--- config.mk ---
export PLATFORM = sky130hd
export DESIGN_NAME = serial_tx_sequencer
export DESIGN_NICKNAME = d
export VERILOG_FILES = /design/src/rtl/serial_tx_pkg.sv /design/src/rtl/piso_shift_reg.sv /design/src/rtl/serial_tx_sequencer.sv
export SDC_FILE = /design/constraint.sdc
export NUM_CORES = 1
export LEC_CHECK = 0
export BUFFER_PORTS_ARGS = -buffer_cell sky130_fd_sc_hd__buf_2
export CORE_ASPECT_RATIO = 0.8
export CORE_MARGIN = 2
export CORE_UTILIZATION = 40
export DETAILED_ROUTE_END_ITERATION = 8
export MAX_ROUTING_LAYER = met4
export PLACE_DENSITY_LB_ADDON = 0.15
export SLEW_MARGIN = 25
export SYNTH_ARGS = -nofsm -noshare
export SYNTH_HDL_FRONTEND = slang
export SYNTH_SLANG_ARGS = --single-unit
--- constraint.sdc ---
create_clock -name clk -period 1.3 [get_ports clk]
set_input_delay 0.26 -clock clk [delete_from_list [all_inputs] [get_ports clk]]
set_output_delay 0.26 -clock clk [all_outputs]
set_load 0.005 [all_outputs]
--- src/rtl/serial_tx_pkg.sv ---
// Shared definitions for the serial transmit sequencer: FSM state encoding,
// default word length and a constant-foldable ceiling-log2 for counter sizing.
package serial_tx_pkg;

   typedef enum logic [1:0] {
      ST_IDLE  = 2'd0,
      ST_SHIFT = 2'd1,
      ST_GAP   = 2'd2
   } state_e;

   localparam int DEFAULT_WIDTH = 32'sd16;

   // Never returns less than 1 so a counter always has at least one bit.
   function automatic int clog2(input int value);
      int result;
      result = 32'sd1;
      while ((32'sd1 << result) < value) begin
         result = result + 32'sd1;
      end
      return result;
   endfunction

endpackage

--- src/rtl/piso_shift_reg.sv ---
// Parallel-in/serial-out register, MSB first; a load wins over a shift so a
// back-to-back reload on the last bit of a frame replaces the drained word.
module piso_shift_reg #(
   parameter int WIDTH = 32'sd16
) (
   input  logic             clk,
   input  logic             reset,
   input  logic             load,
   input  logic             shift_en,
   input  logic [WIDTH-1:0] data_in,
   output logic             q_msb
);

   logic [WIDTH-1:0] shift_r;

   // Load, shift left with zero fill, or hold.
   always_ff @(posedge clk) begin
      if (reset) begin
         shift_r <= {WIDTH{1'b0}};
      end else if (load) begin
         shift_r <= data_in;
      end else if (shift_en) begin
         shift_r <= {shift_r[WIDTH-2:0], 1'b0};
      end else begin
         shift_r <= shift_r;
      end
   end

   assign q_msb = shift_r[WIDTH-1];

endmodule

--- src/rtl/serial_tx_sequencer.sv ---
// Sequences a PISO datapath: accepts words over valid/ready, emits them MSB
// first with an optional idle gap, and counts completed frames.
module serial_tx_sequencer
   import serial_tx_pkg::*;
#(
   parameter int WIDTH      = DEFAULT_WIDTH,
   parameter int GAP_CYCLES = 32'sd1,
   parameter int CNT_W      = 32'sd8
) (
   input  logic             clk,
   input  logic             reset,
   input  logic             in_valid,
   input  logic [WIDTH-1:0] in_data,
   output logic             in_ready,
   output logic             ser_out,
   output logic             ser_valid,
   output logic             frame_start,
   output logic             frame_done,
   output logic             busy,
   output logic [CNT_W-1:0] frames_sent
);

   localparam int                BIT_W    = clog2(WIDTH);
   localparam int                GAP_W    = clog2(GAP_CYCLES + 32'sd1);
   localparam logic [BIT_W-1:0]  LAST_BIT = BIT_W'(WIDTH - 32'sd1);
   localparam logic [GAP_W-1:0]  LAST_GAP = GAP_W'(GAP_CYCLES - 32'sd1);
   localparam bit                HAS_GAP  = (GAP_CYCLES > 32'sd0);

   state_e            state_r, state_s;
   logic [BIT_W-1:0]  bit_cnt_r, bit_cnt_s;
   logic [GAP_W-1:0]  gap_cnt_r, gap_cnt_s;
   logic [CNT_W-1:0]  frames_r, frames_s;
   logic              load_s, shift_s, accept_s;
   logic              in_ready_r, ser_valid_r, frame_start_r, frame_done_r, busy_r;

   // Ready depends only on where the FSM sits, never on in_valid.
   function automatic logic ready_of(input state_e st, input logic [BIT_W-1:0] cnt);
      return (st == ST_IDLE) || (!HAS_GAP && (st == ST_SHIFT) && (cnt == LAST_BIT));
   endfunction

   assign accept_s = in_valid && in_ready_r;

   // Next-state, counter and datapath-control decode.
   always_comb begin
      state_s   = state_r;
      bit_cnt_s = bit_cnt_r;
      gap_cnt_s = gap_cnt_r;
      frames_s  = frames_r;
      load_s    = 1'b0;
      shift_s   = 1'b0;
      case (state_r)
         ST_IDLE: begin
            if (accept_s) begin
               load_s    = 1'b1;
               bit_cnt_s = {BIT_W{1'b0}};
               state_s   = ST_SHIFT;
            end else begin
               state_s = ST_IDLE;
            end
         end
         ST_SHIFT: begin
            shift_s   = 1'b1;
            bit_cnt_s = bit_cnt_r + BIT_W'(1'b1);
            if (bit_cnt_r == LAST_BIT) begin
               frames_s = frames_r + CNT_W'(1'b1);
               if (HAS_GAP) begin
                  state_s   = ST_GAP;
                  gap_cnt_s = {GAP_W{1'b0}};
               end else if (accept_s) begin
                  load_s    = 1'b1;
                  bit_cnt_s = {BIT_W{1'b0}};
                  state_s   = ST_SHIFT;
               end else begin
                  state_s = ST_IDLE;
               end
            end else begin
               state_s = ST_SHIFT;
            end
         end
         ST_GAP: begin
            gap_cnt_s = gap_cnt_r + GAP_W'(1'b1);
            if (gap_cnt_r == LAST_GAP) begin
               state_s = ST_IDLE;
            end else begin
               state_s = ST_GAP;
            end
         end
         default: begin
            state_s = ST_IDLE;
         end
      endcase
   end

   // State, counters and status flags registered from their next values.
   always_ff @(posedge clk) begin
      if (reset) begin
         state_r       <= ST_IDLE;
         bit_cnt_r     <= {BIT_W{1'b0}};
         gap_cnt_r     <= {GAP_W{1'b0}};
         frames_r      <= {CNT_W{1'b0}};
         in_ready_r    <= 1'b1;
         ser_valid_r   <= 1'b0;
         frame_start_r <= 1'b0;
         frame_done_r  <= 1'b0;
         busy_r        <= 1'b0;
      end else begin
         state_r       <= state_s;
         bit_cnt_r     <= bit_cnt_s;
         gap_cnt_r     <= gap_cnt_s;
         frames_r      <= frames_s;
         in_ready_r    <= ready_of(state_s, bit_cnt_s);
         ser_valid_r   <= (state_s == ST_SHIFT);
         frame_start_r <= (state_s == ST_SHIFT) && (bit_cnt_s == {BIT_W{1'b0}});
         frame_done_r  <= (state_s == ST_SHIFT) && (bit_cnt_s == LAST_BIT);
         busy_r        <= (state_s != ST_IDLE);
      end
   end

   piso_shift_reg #(.WIDTH(WIDTH)) u_piso (
      .clk      (clk),
      .reset    (reset),
      .load     (load_s),
      .shift_en (shift_s),
      .data_in  (in_data),
      .q_msb    (ser_out)
   );

   assign in_ready    = in_ready_r;
   assign ser_valid   = ser_valid_r;
   assign frame_start = frame_start_r;
   assign frame_done  = frame_done_r;
   assign busy        = busy_r;
   assign frames_sent = frames_r;

endmodule
=== Word level (Yosys, flattened, before mapping) ===
Cells that the tools add are included.

* Equal/unequal tests: 6
* Shifts and indexed selects: 0
* Multiply operators: 0
* $add $sub $neg: 3
* Muxes and demuxes: 13
* Bitwise operators: 0
* $lt $le $gt $ge: 0
* Divide/modulo/power cells: 0
* Reductions and logical operators: 11

{| class="wikitable"
|+ Operators by type and width
! cell !! count
|-
| $mux 16 || 2
|-
| $add 8x1->8 const B || 1
|-
| $eq 4x4->1 const B || 2
|-
| $pmux 4 s2 || 1
|-
| $pmux 2 s3 || 1
|-
| $reduce_bool 2->1 || 3
|-
| $mux 1 || 5
|-
| $add 4x1->4 const B || 1
|-
| $eq 2x1->1 const B || 2
|-
| $logic_not 2->1 || 2
|-
| $logic_not 4->1 || 1
|-
| $mux 2 || 2
|-
| $mux 4 || 1
|-
| $reduce_and 2->1 || 2
|-
| $logic_and 1x1->1 || 3
|-
| $eq 2x2->1 const B || 1
|-
| $ne 2x2->1 const B || 1
|-
| $pmux 1 s2 || 1
|-
| $add 1x1->1 const B || 1
|}

* Bits in latches: 0
* Word-level logic and storage cells: 43
* Bits in writable memories: 0
* Output and inout bits: 14
* Input port bits: 19
* Memory bits (read-only): 0
* Bits in registers: 36
* Memories: 0

=== Depth between registers and ports, before layout ===
Gate-level depths: netlist of run 1.

* Depth in word-level cells: 5
* Gate-level depth with buffers: 6
* Mapped depth without buffers: 5

=== Modules after synthesis ===
Synthesis of run 1 repeated with hierarchy kept, for this count alone.

* Cells, all modules: 163
* Area total of the unflattened synthesis: 1652.8 um2

{| class="wikitable"
|+ By module, submodules not included
! module !! instances !! cells each !! area an instance (um2) !! sequential area each (um2)
|-
| serial_tx_sequencer || 1 || 92 || 888.4 || 400.4
|-
| piso_shift_reg || 1 || 71 || 764.5 || 320.3
|}

=== Worst setup path after synthesis of run 1 ===
No wires, ideal clock.

* Path type: register to register
* From: reg bit_cnt_r[0]
* To: reg frames_r[7], in the netlist frames_sent[7]
* Required time: 1172 ps
* Period minus slack after synthesis: 1388 ps
* Slack: -88 ps
* Cell stages (with the launch flop): 6
* Arrival time: 1260 ps
* Path through: dfxtp_1 > ha_1 > nand3_1 > nor4_2 > xnor2_1 > nor2_1

* Word-level cells in the longest chain between the ends: 2

{| class="wikitable"
|+ Ends and longest elaborated chain
! element !! line !! text
|-
| start: declaration || serial_tx_sequencer.sv:30 || <nowiki>logic [BIT_W-1:0] bit_cnt_r, bit_cnt_s;</nowiki>
|-
| start signal: assignment || serial_tx_sequencer.sv:98 || <nowiki>bit_cnt_r <= {BIT_W{1'b0}};</nowiki>
|-
| start signal: assignment || serial_tx_sequencer.sv:108 || <nowiki>bit_cnt_r <= bit_cnt_s;</nowiki>
|-
| $eq 4x4->1 || serial_tx_sequencer.sv:64 || <nowiki>if (bit_cnt_r == LAST_BIT) begin</nowiki>
|-
| $reduce_and 2->1 (no line) || - ||
|-
| end signal: assignment || serial_tx_sequencer.sv:100 || <nowiki>frames_r <= {CNT_W{1'b0}};</nowiki>
|-
| end signal: assignment || serial_tx_sequencer.sv:110 || <nowiki>frames_r <= frames_s;</nowiki>
|-
| end: declaration || serial_tx_sequencer.sv:32 || <nowiki>logic [CNT_W-1:0] frames_r, frames_s;</nowiki>
|}

No other way between the ends.
A chain may end at the register's enable or synchronous reset.

=== Worst setup path in the final report of run 1 ===
* From: reg state_r[1]
* To: reg u_piso.shift_r[14]

* Word-level cells in the longest chain between the ends: 3

{| class="wikitable"
|+ Ends and longest elaborated chain
! element !! line !! text
|-
| start: declaration || serial_tx_sequencer.sv:29 || <nowiki>state_e state_r, state_s;</nowiki>
|-
| start signal: assignment || serial_tx_sequencer.sv:107 || <nowiki>state_r <= state_s;</nowiki>
|-
| $eq 2x1->1 or $logic_not 2->1 (tied branches) || serial_tx_sequencer.sv:51 || <nowiki>case (state_r)</nowiki>
|-
| $mux 1 (on tied branches) || - ||
|-
| $reduce_bool 2->1 (no line) or $mux 16 (tied branches) || - ||
|-
| end signal: assignment || piso_shift_reg.sv:21 || <nowiki>shift_r <= data_in;</nowiki>
|-
| end signal: assignment || piso_shift_reg.sv:23 || <nowiki>shift_r <= {shift_r[WIDTH-2:0], 1'b0};</nowiki>
|-
| end signal: assignment || piso_shift_reg.sv:25 || <nowiki>shift_r <= shift_r;</nowiki>
|-
| end: declaration || piso_shift_reg.sv:14 || <nowiki>logic [WIDTH-1:0] shift_r;</nowiki>
|}

Parallel ways exist; a longest one is shown, timed or not.

==> results of run 1 <==
worst max-delay path, cell delays in order, from the launching register on:
cell,delay [ps]
dfxtp_4,380
nor4bb_4,330
buf_6,170
buf_12,110
clkbuf_16,140
a22oi_1,90
a21oi_1,130
registers in the layout, indices dropped and copies added (netlist names):
signal          flops
frame_done          1
state_r             2
bit_cnt_r           4
ser_valid           1
busy                1
frame_start         1
u_piso.shift_r     16
gap_cnt_r           1
in_ready            1
frames_sent         8
synthesized netlist by cell type:
cell / n
and3_1: 2
or3b_1: 1
and2_1: 1
nand4bb_1: 1
nor2b_2: 1
nand2b_1: 1
ha_1: 2
dfxtp_1: 36
buf_4: 2
nor2_1: 16
nor3_1: 3
o21ai_0: 1
xnor2_1: 7
clkbuf_2: 1
nor4_2: 3
a21oi_1: 19
nand4_1: 2
nor3b_1: 1
a22oi_1: 16
nor4bb_1: 1
mux2_4: 1
and2b_2: 1
nand4_2: 1
mux2i_1: 1
o22ai_1: 1
inv_1: 3
nor2b_1: 1
o22ai_2: 1
nor2_4: 1
clkbuf_1: 2
buf_6: 1
a211o_1: 1
nand2_1: 22
a31oi_1: 1
buf_2: 4
and4_1: 1
nor4_1: 1
nand3_1: 4
area by class of cell:
class	instances	area, sq um
clock buffer	8	90.1
multi-input combinational	116	922
inverter	3	11.3
sequential	36	738
tap	42	52.6
timing repair buffer	55	390
fill	293	1310
cell families (layout without fill, tap and decap cells):
logic type                 after synthesis  after routing  synth area share
adders and majority gates                2              2            0.0166
and+or+nand+nor                         65             65             0.234
AOI/OAI and AO/OA                       40             40             0.168
buffers and inverters                   13             66            0.0464
DFF                                     36             36             0.478
muxes                                    2              2            0.0166
xor gates and xnor gates                 7              7            0.0406
what timing repair did:
item | in CTS | in global routing
resized for setup | 18 | 31
hold buffers | 0 | 0
gates cloned | 0 | 1
pin swaps | 6 | 29
endpoints found under the setup margin | 25 | 30
setup buffers | 2 | 2
power breakdown:
group / internal [mW] / total, mW / switching (mW)
Combinational: 0.295 / 0.577 / 0.283
Clock: 0.432 / 0.817 / 0.385
Sequential: 1.18 / 1.23 / 0.0530
Total: 1.91 / 2.63 / 0.720
worst max-delay path by stage:
stage | start | end | depth (start not counted)
6_report | state_r[1]$_SDFF_PP0_ | u_piso.shift_r[14]$_SDFFE_PP0P_ | 6
5_1_grt | state_r[1]$_SDFF_PP0_ | u_piso.shift_r[14]$_SDFFE_PP0P_ | 6
4_1_cts | bit_cnt_r[0]$_SDFF_PP0_ | frames_sent[6]$_SDFFE_PP0P_ | 5
3_5_place_dp | state_r[1]$_SDFF_PP0_ | frame_done$_SDFF_PP0_ | 4
3_3_place_gp | state_r[1]$_SDFF_PP0_ | frame_start$_SDFF_PP0_ | 4
2_1_floorplan | state_r[0]$_SDFF_PP0_ | frame_start$_SDFF_PP0_ | 5
metal layers:
metal / vias to the layer above / GRT usage / routed length (um)
met5: - / - / 0
met4: 0 / 0.0741 / 92
met3: 11 / 0.0497 / 193
met2: 46 / 0.278 / 1820
met1: 691 / 0.238 / 1810
li1: 695 / - / -
==> impl_metrics.env, run 1 <==
export IMPL_ys_types=38
export IMPL_final_cell_mix="buf_2 (32), dfxtp_1 (28), nand2_1 (22)"
export IMPL_layout_drive_gt1_share=0.472
export IMPL_ys_top_cells_by_area="dfxtp_1 (48%), a22oi_1 (8.0%), a21oi_1 (6.3%)"
export IMPL_route_detailed_drc=0
export IMPL_die_area_sq_um=4280
export IMPL_postLayoutSetupSlackWorst_ps=-107
export IMPL_area_growth_pct=46.1
export IMPL_yosysTopAreaCell="dfxtp_1"
export IMPL_vias=1443
export IMPL_crit_path_max_fanout=7
export IMPL_rr_worst_depth=6
export IMPL_final_common_cell="buf_2"
export IMPL_htree_levels=2
export IMPL_hpwl_um=2460
export IMPL_num_io_pins=33
export IMPL_worstSetupPathType="register to register"
export IMPL_clockRootBuffer="clkbuf_8"
export IMPL_cts_buffer_depth=2
export IMPL_portBuffers=32
export IMPL_r2r_setup_slack_ps=-110
export IMPL_synth_cells=165
export IMPL_drv_slew=0
export IMPL_min_to="u_piso.shift_r[0]$_SDFFE_PP0P_"
export IMPL_fin_area_sq_um=2200
export IMPL_ys_seq_elements=36
export IMPL_violations="setup timing"
export IMPL_hold_viol_final=0
export IMPL_yosysSeqAreaShare=0.478
export IMPL_slew_headroom=0.827
export IMPL_p_leak_nw=0.884
export IMPL_antenna_found_initial=0
export IMPL_grt_pass1_vias=1258
export IMPL_postRouteAntennaNets=0
export IMPL_firstDrtPassIters=4
export IMPL_drtIter0Drc=98
export IMPL_dp_cells=247
export IMPL_tightest_slew_ps=259
export IMPL_setup_tns_ps=-1510
export IMPL_r2r_start="state_r[1]$_SDFF_PP0_"
export IMPL_status="finished, violations left"
export IMPL_start_util=0.429
export IMPL_powerDensity_nw_per_um2=1190
export IMPL_rows=19
export IMPL_fin_cells=260
export IMPL_diodes=0
export IMPL_clock_sinks=36
export IMPL_avgSynthCellArea_sq_um=9.15
export IMPL_rsz0062_at_grt="yes"
export IMPL_cts_clk_slew_worst_paths_ps=70
export IMPL_period_share=1.08
export IMPL_vias_per_cell=5.55
export IMPL_post_route_util=0.627
export IMPL_routedWlPerCell_um=15.1
export IMPL_ys_warn_count=0
export IMPL_required_ps=1520
export IMPL_clk_latency_ps=290
export IMPL_place_ws_ps=-81.6
export IMPL_hold_class="input port to register"
export IMPL_chipWidth_um=72.7
export IMPL_die_height_um=58.9
export IMPL_holdCritStartpoint="in_data[0]"
export IMPL_fmax_mhz=711
export IMPL_grt_usage=0.185
export IMPL_synth_area_sq_um=1510
export IMPL_grt_start_max_net_pins=18
export IMPL_grt_overflow=0
export IMPL_drt_wl_total_um=3920
export IMPL_finalClockSkew_ps=3.92
export IMPL_yosysTopAreaCellShare=0.478
export IMPL_setup_viol=21
export IMPL_holdPathStages=3
export IMPL_ir_drop_mv=0.977
export IMPL_placed_area_sq_um=1820
export IMPL_nNetsFinal=238
export IMPL_holdWs_ps=254
export IMPL_power_total_mw=2.63
export IMPL_cp_arrival_ps=1630
export IMPL_synth_nets=186
export IMPL_reg2reg_to="u_piso.shift_r[14]$_SDFFE_PP0P_"
export IMPL_crit_path_end_kind="register"
export IMPL_numCtsBuffers=5
export IMPL_tritoncts="done"
export IMPL_fin_crit_ps=1410
export IMPL_gp_congestion=0.850
export IMPL_coreArea_sq_um=3520
export IMPL_startpoint_type="register"
export IMPL_grt_first_pass_wirelength_um=5840
export IMPL_maxCapViolCount=0
No activity file was read; power rests on OpenSTA's default activity.
==> inputs of run 2 (changes only) <==
==> constraint.sdc (replaced) <==
create_clock -name clk -period 1.3 [get_ports clk]
set_input_delay 0.13 -clock clk [delete_from_list [all_inputs] [get_ports clk]]
set_output_delay 0.13 -clock clk [all_outputs]
set_load 0.005 [all_outputs]
==> run 2 against run 1 <==
Compared with the run above: the run still ends with setup timing left; sequential share of layout area up 1.5 points; die area unchanged; sequential cell count did not move; critical endpoint is now frame_start$_SDFF_PP0_; critical path type unchanged; cell count fell by 1.9%; largest power group unchanged; clock skew increased by 3.3 ps.
==> impl_metrics.env, run 2 (same netlist as run 1, synthesis figures left out) <==
export IMPL_fin_crit_ps=1350
export IMPL_register_area_sq_um=733
export IMPL_reg2reg_to="frame_start$_SDFF_PP0_"
export IMPL_violations="setup timing"
export IMPL_rr_worst_depth=5
export IMPL_die_area_sq_um=4280
export IMPL_num_io_pins=33
export IMPL_clock_sinks=36
export IMPL_power_total_mw=2.57
export IMPL_portBuffers=32
export IMPL_holdWs_ps=118
export IMPL_finalClockSkew_ps=7.19
export IMPL_rows=19
export IMPL_clockRootBuffer="clkbuf_8"
export IMPL_grt_usage=0.181
export IMPL_hpwl_um=2570
export IMPL_internal_power_mw=1.91
export IMPL_switchingPower_uw=668
export IMPL_crit_buf_inv=1
export IMPL_rsz0062_at_grt="yes"
export IMPL_crit_path_end_kind="register"
export IMPL_postLayoutSetupSlackWorst_ps=-48.8
export IMPL_powerDensity_nw_per_um2=1230
export IMPL_fmax_mhz=741
export IMPL_tritoncts="done"
export IMPL_vias=1383
export IMPL_postRouteAntennaNets=0
export IMPL_coreArea_sq_um=3520
export IMPL_largest_reg_flops=16
export IMPL_die_height_um=58.9
export IMPL_grt_pass1_vias=1305
export IMPL_status="finished, violations left"
export IMPL_area_growth_pct=38.7
export IMPL_drv_slew=0
export IMPL_diodes=0
export IMPL_firstDrtPassIters=4
export IMPL_routedWlPerCell_um=14.2
export IMPL_start_util=0.429
export IMPL_grt_first_pass_wirelength_um=5870
export IMPL_r2r_start="state_r[0]$_SDFF_PP0_"
export IMPL_drtIter0Drc=51
export IMPL_startpoint_type="register"
export IMPL_grt_overflow=0
export IMPL_path_cells="nor4bb_4, buf_4, nor2_4, a22oi_2, and4_1"
export IMPL_route_detailed_drc=0
export IMPL_p_seq_frac=0.478
export IMPL_sw_frac_of_total=0.260
export IMPL_cp_arrival_ps=1570
export IMPL_period_share=1.04
export IMPL_drt_wl_total_um=3620
export IMPL_worstSetupPathType="register to register"
export IMPL_chipWidth_um=72.7
export IMPL_p_leak_nw=0.839
export IMPL_place_ws_ps=-99.1
export IMPL_multi_input_area_sq_um=873
export IMPL_crit_path_max_fanout=8
export IMPL_nNetsFinal=234
export IMPL_layout_drive_gt1_share=0.418
export IMPL_required_ps=1520
export IMPL_critPathTopFamily="simple AND/OR/NAND/NOR gates"
export IMPL_cts_buffer_depth=2
export IMPL_holdPathStages=3
export IMPL_vias_per_cell=5.42
export IMPL_min_to="u_piso.shift_r[0]$_SDFFE_PP0P_"
export IMPL_fillers=321
export IMPL_combinationalPowerShare=0.198
export IMPL_grt_start_max_net_pins=19
export IMPL_r2r_setup_slack_ps=-50
export IMPL_hold_class="input port to register"
export IMPL_hold_viol_final=0
export IMPL_slowest_stage="dfxtp_4"
export IMPL_final_common_cell="buf_2"
export IMPL_p_clk_frac=0.324
export IMPL_tightest_slew_ps=254
export IMPL_antenna_found_initial=0
export IMPL_post_route_util=0.595
export IMPL_holdCritStartpoint="in_data[0]"
export IMPL_setup_viol=10
export IMPL_clk_latency_ps=280
export IMPL_final_cell_mix="buf_2 (32), dfxtp_1 (30), nand2_1 (22)"
export IMPL_top_register="u_piso.shift_r"
export IMPL_slew_headroom=0.830
export IMPL_maxCapViolCount=0
export IMPL_cts_clk_slew_worst_paths_ps=70
export IMPL_htree_levels=2
export IMPL_setup_tns_ps=-148
export IMPL_numCtsBuffers=5
export IMPL_critical_path_max_stage_delay_ps=380
export IMPL_ir_drop_mv=0.695
export IMPL_gp_congestion=0.850
run 2: cell count changes in the layout (fill, tap and decap cells not counted), moves of 2 or more:
cell | before | now
a21oi_1 | 17 | 14
a21oi_2 | 2 | 4
a22oi_1 | 6 | 13
a22oi_2 | 10 | 3
clkbuf_1 | 2 | 0
dfxtp_1 | 28 | 30
nor3_1 | 0 | 2
run 2: through the flow:
stage / instances / area, sq um
finish: 255 / 2090
global route: 255 / 2090
CTS: 255 / 2020
detailed placement: 247 / 1820
global placement: 247 / 1820
floorplan: 165 / 1520
run 2: how the worst max path moves through the flow:
stage,startpoint,to,slack [ps],depth (start not counted)
after floorplan,state_r[0]$_SDFF_PP0_,frame_start$_SDFF_PP0_,10,5
after CTS,state_r[0]$_SDFF_PP0_,frame_done$_SDFF_PP0_,-50,5
final,state_r[0]$_SDFF_PP0_,frame_start$_SDFF_PP0_,-50,5
after global routing,state_r[1]$_SDFF_PP0_,frames_sent[7]$_SDFFE_PP0P_,-110,5
after detailed placement,state_r[1]$_SDFF_PP0_,frame_start$_SDFF_PP0_,-100,5
after global placement,state_r[1]$_SDFF_PP0_,frame_start$_SDFF_PP0_,-70,4
run 2: worst min-delay path, delay by kind of cell:
kind	cells	cell delay, ps
AOI/OAI and AO/OA	1	60
buffers and inverters	1	90
and+or+nand+nor	1	70
run 2: final cells by class:
| cell class | count | area share |
|---|---|---|
| inverters | 3 | 0.00538 |
| flip-flops and latches | 36 | 0.350 |
| well taps | 42 | 0.0251 |
| clock buffers | 7 | 0.0460 |
| multi-input cells | 116 | 0.417 |
| repair buffers | 51 | 0.156 |
run 2: power groups by stage:
stage                     Combinational [mW]  Sequential [mW]  Clock, mW
after floorplan                        0.246             1.24          0
after global placement                 0.398             1.24          0
after detailed placement               0.407             1.25          0
after CTS                              0.464             1.22      0.857
after global routing                   0.545             1.24      0.915
final                                  0.510             1.23      0.834
run 2: what timing repair did:
action                     in CTS  in global routing
pin swaps                       7                  4
resized for setup              21                 14
setup endpoints to repair      26                 27
hold buffers                    0                  0
buffers inserted                1                  0
run 2: routing by layer:
metal	wire, um	track usage
met5	0	-
met4	0	0.0397
met3	157	0.0479
met2	1750	0.294
met1	1710	0.227
==> inputs of run 3 (changes only) <==
--- a/config.mk
+++ b/config.mk
@@ -11,7 +11,7 @@
 export CORE_UTILIZATION = 40
 export DETAILED_ROUTE_END_ITERATION = 8
 export MAX_ROUTING_LAYER = met4
-export PLACE_DENSITY_LB_ADDON = 0.15
+export PLACE_DENSITY = 0.71
 export SLEW_MARGIN = 25
 export SYNTH_ARGS = -nofsm -noshare
 export SYNTH_HDL_FRONTEND = slang
==> constraint.sdc (replaced) <==
create_clock -name clk -period 1.5 [get_ports clk]
set_input_delay 0.15 -clock clk [delete_from_list [all_inputs] [get_ports clk]]
set_output_delay 0.15 -clock clk [all_outputs]
set_load 0.005 [all_outputs]
==> run 3 against run 2 <==
Compared with the run above: non-clock buffer count shrank 9; highest routed layer is now met4; critical path type unchanged; cell count is 3.1% lower; power fell by 19%; critical endpoint unchanged; the flow now finishes without violations.
==> impl_metrics.env, run 3 (same netlist as run 1, synthesis figures left out) <==
export IMPL_cts_clk_slew_worst_paths_ps=70
export IMPL_grt_pass1_vias=1182
export IMPL_num_io_pins=33
export IMPL_grt_usage=0.173
export IMPL_largest_reg_flops=16
export IMPL_cts_buffer_depth=2
export IMPL_htree_levels=2
export IMPL_place_ws_ps=51.7
export IMPL_chipWidth_um=72.7
export IMPL_internal_power_mw=1.55
export IMPL_hold_class="input port to register"
export IMPL_grt_overflow=0
export IMPL_slew_headroom=0.769
export IMPL_clk_latency_ps=290
export IMPL_antenna_found_initial=0
export IMPL_worstSetupPathType="register to register"
export IMPL_final_cell_mix="dfxtp_1 (34), buf_2 (32), nand2_1 (22)"
export IMPL_register_area_sq_um=723
export IMPL_status="complete, no violations"
export IMPL_crit_path_max_fanout=4
export IMPL_grt_first_pass_wirelength_um=5350
export IMPL_drv_slew=0
export IMPL_drtIter0Drc=53
export IMPL_diodes=0
export IMPL_setup_viol=0
export IMPL_p_seq_frac=0.505
export IMPL_route_detailed_drc=0
export IMPL_nNetsFinal=225
export IMPL_gp_congestion=0.862
export IMPL_required_ps=1680
export IMPL_post_cts_buffers=0
export IMPL_die_area_sq_um=4280
export IMPL_multi_input_area_sq_um=772
export IMPL_final_common_cell="dfxtp_1"
export IMPL_coreArea_sq_um=3520
export IMPL_cp_arrival_ps=1590
export IMPL_clock_sinks=36
export IMPL_power_total_mw=2.09
export IMPL_routedWlPerCell_um=12.9
export IMPL_numCtsBuffers=5
export IMPL_holdWs_ps=128
export IMPL_vias=1283
export IMPL_combinationalPowerShare=0.162
export IMPL_vias_per_cell=5.19
export IMPL_switchingPower_uw=541
export IMPL_start_util=0.429
export IMPL_tightest_slew_ps=347
export IMPL_area_growth_pct=24.9
export IMPL_period_share=0.939
export IMPL_startpoint_type="register"
export IMPL_post_route_util=0.536
export IMPL_fillers=337
export IMPL_firstDrtPassIters=4
export IMPL_p_clk_frac=0.333
export IMPL_finalClockSkew_ps=2.78
export IMPL_fin_crit_ps=1410
export IMPL_crit_path_end_kind="register"
export IMPL_grt_start_max_net_pins=34
export IMPL_p_leak_nw=0.763
export IMPL_tritoncts="done"
export IMPL_sw_frac_of_total=0.258
export IMPL_die_height_um=58.9
export IMPL_rows=19
export IMPL_rsz0062_at_grt="yes"
export IMPL_layout_drive_gt1_share=0.312
export IMPL_clockRootBuffer="clkbuf_8"
export IMPL_fmax_mhz=710
export IMPL_portBuffers=32
export IMPL_drt_wl_total_um=3180
export IMPL_ir_drop_mv=0.472
export IMPL_postRouteAntennaNets=0
export IMPL_hold_viol_final=0
export IMPL_postLayoutSetupSlackWorst_ps=91.7
export IMPL_maxCapViolCount=0
export IMPL_powerDensity_nw_per_um2=1110
export IMPL_hpwl_um=2230
export IMPL_top_register="u_piso.shift_r"
==> run 3: cell types whose count changed in the layout (fill, tap and decap cells not counted), moves of 2 or more <==
cell | previous run | this run
a22oi_2 | 3 | 1
buf_6 | 3 | 0
a21oi_2 | 4 | 1
buf_4 | 15 | 10
clkbuf_1 | 0 | 2
dfxtp_4 | 2 | 0
dfxtp_2 | 4 | 2
a22oi_1 | 13 | 15
a21oi_1 | 14 | 18
dfxtp_1 | 30 | 34
==> run 3: final cells by class <==
cell class | instances | share of cell area
repair buffers | 42 | 0.125
inverters | 3 | 0.00598
flip-flops and latches | 36 | 0.384
multi-input cells | 116 | 0.410
well taps | 42 | 0.0279
clock buffers | 8 | 0.0478
==> run 3: per-layer routing <==
| layer | up-vias | GRT usage | wire length [um] |
|---|---|---|---|
| met5 | - | - | 0 |
| met4 | 0 | 0.0847 | 89 |
| met3 | 8 | 0.0651 | 127 |
| met2 | 22 | 0.236 | 1390 |
| met1 | 591 | 0.222 | 1570 |
| li1 | 662 | - | - |
==> run 3: through the flow <==
stage / cell area (sq um) / TNS (ps) / instances
floorplan: 1510 / 0 / 165
global route: 1880 / -69.9 / 247
CTS: 1830 / 0 / 247
finish: 1880 / 0 / 247
detailed placement: 1740 / 0 / 239
global placement: 1740 / 0 / 239
==> run 3: path summary, 6_finish.rpt <==
check                            startpoint                             end  slack (ps)  depth (start not counted)
min                              in_data[0]  u_piso.shift_r[0]$_SDFFE_PP0P_         130                          3
max reg2reg         bit_cnt_r[1]$_SDFF_PP0_          frame_start$_SDFF_PP0_          90                          5
max                 bit_cnt_r[1]$_SDFF_PP0_          frame_start$_SDFF_PP0_          90                          5
min reg2reg  u_piso.shift_r[4]$_SDFFE_PP0P_  u_piso.shift_r[4]$_SDFFE_PP0P_         450                          2
==> run 3: worst max-delay path, cell delays in order, from the launching register on <==
cell,delay [ps]
dfxtp_1,340
ha_1,220
and3_1,280
o22ai_2,130
and3_1,160
and4_1,180
==> run 3: repair_timing <==
item,CTS,global route
setup endpoints to repair,0,8
hold buffers,0,0
gates resized for setup,0,9
==> run 3: power groups by stage <==
stage / combinational [mW] / clock, mW / sequential, mW
after floorplan: 0.212 / 0 / 1.07
after global placement: 0.319 / 0 / 1.07
after detailed placement: 0.321 / 0 / 1.08
after CTS: 0.323 / 0.709 / 1.05
after global routing: 0.378 / 0.764 / 1.07
final: 0.339 / 0.696 / 1.06
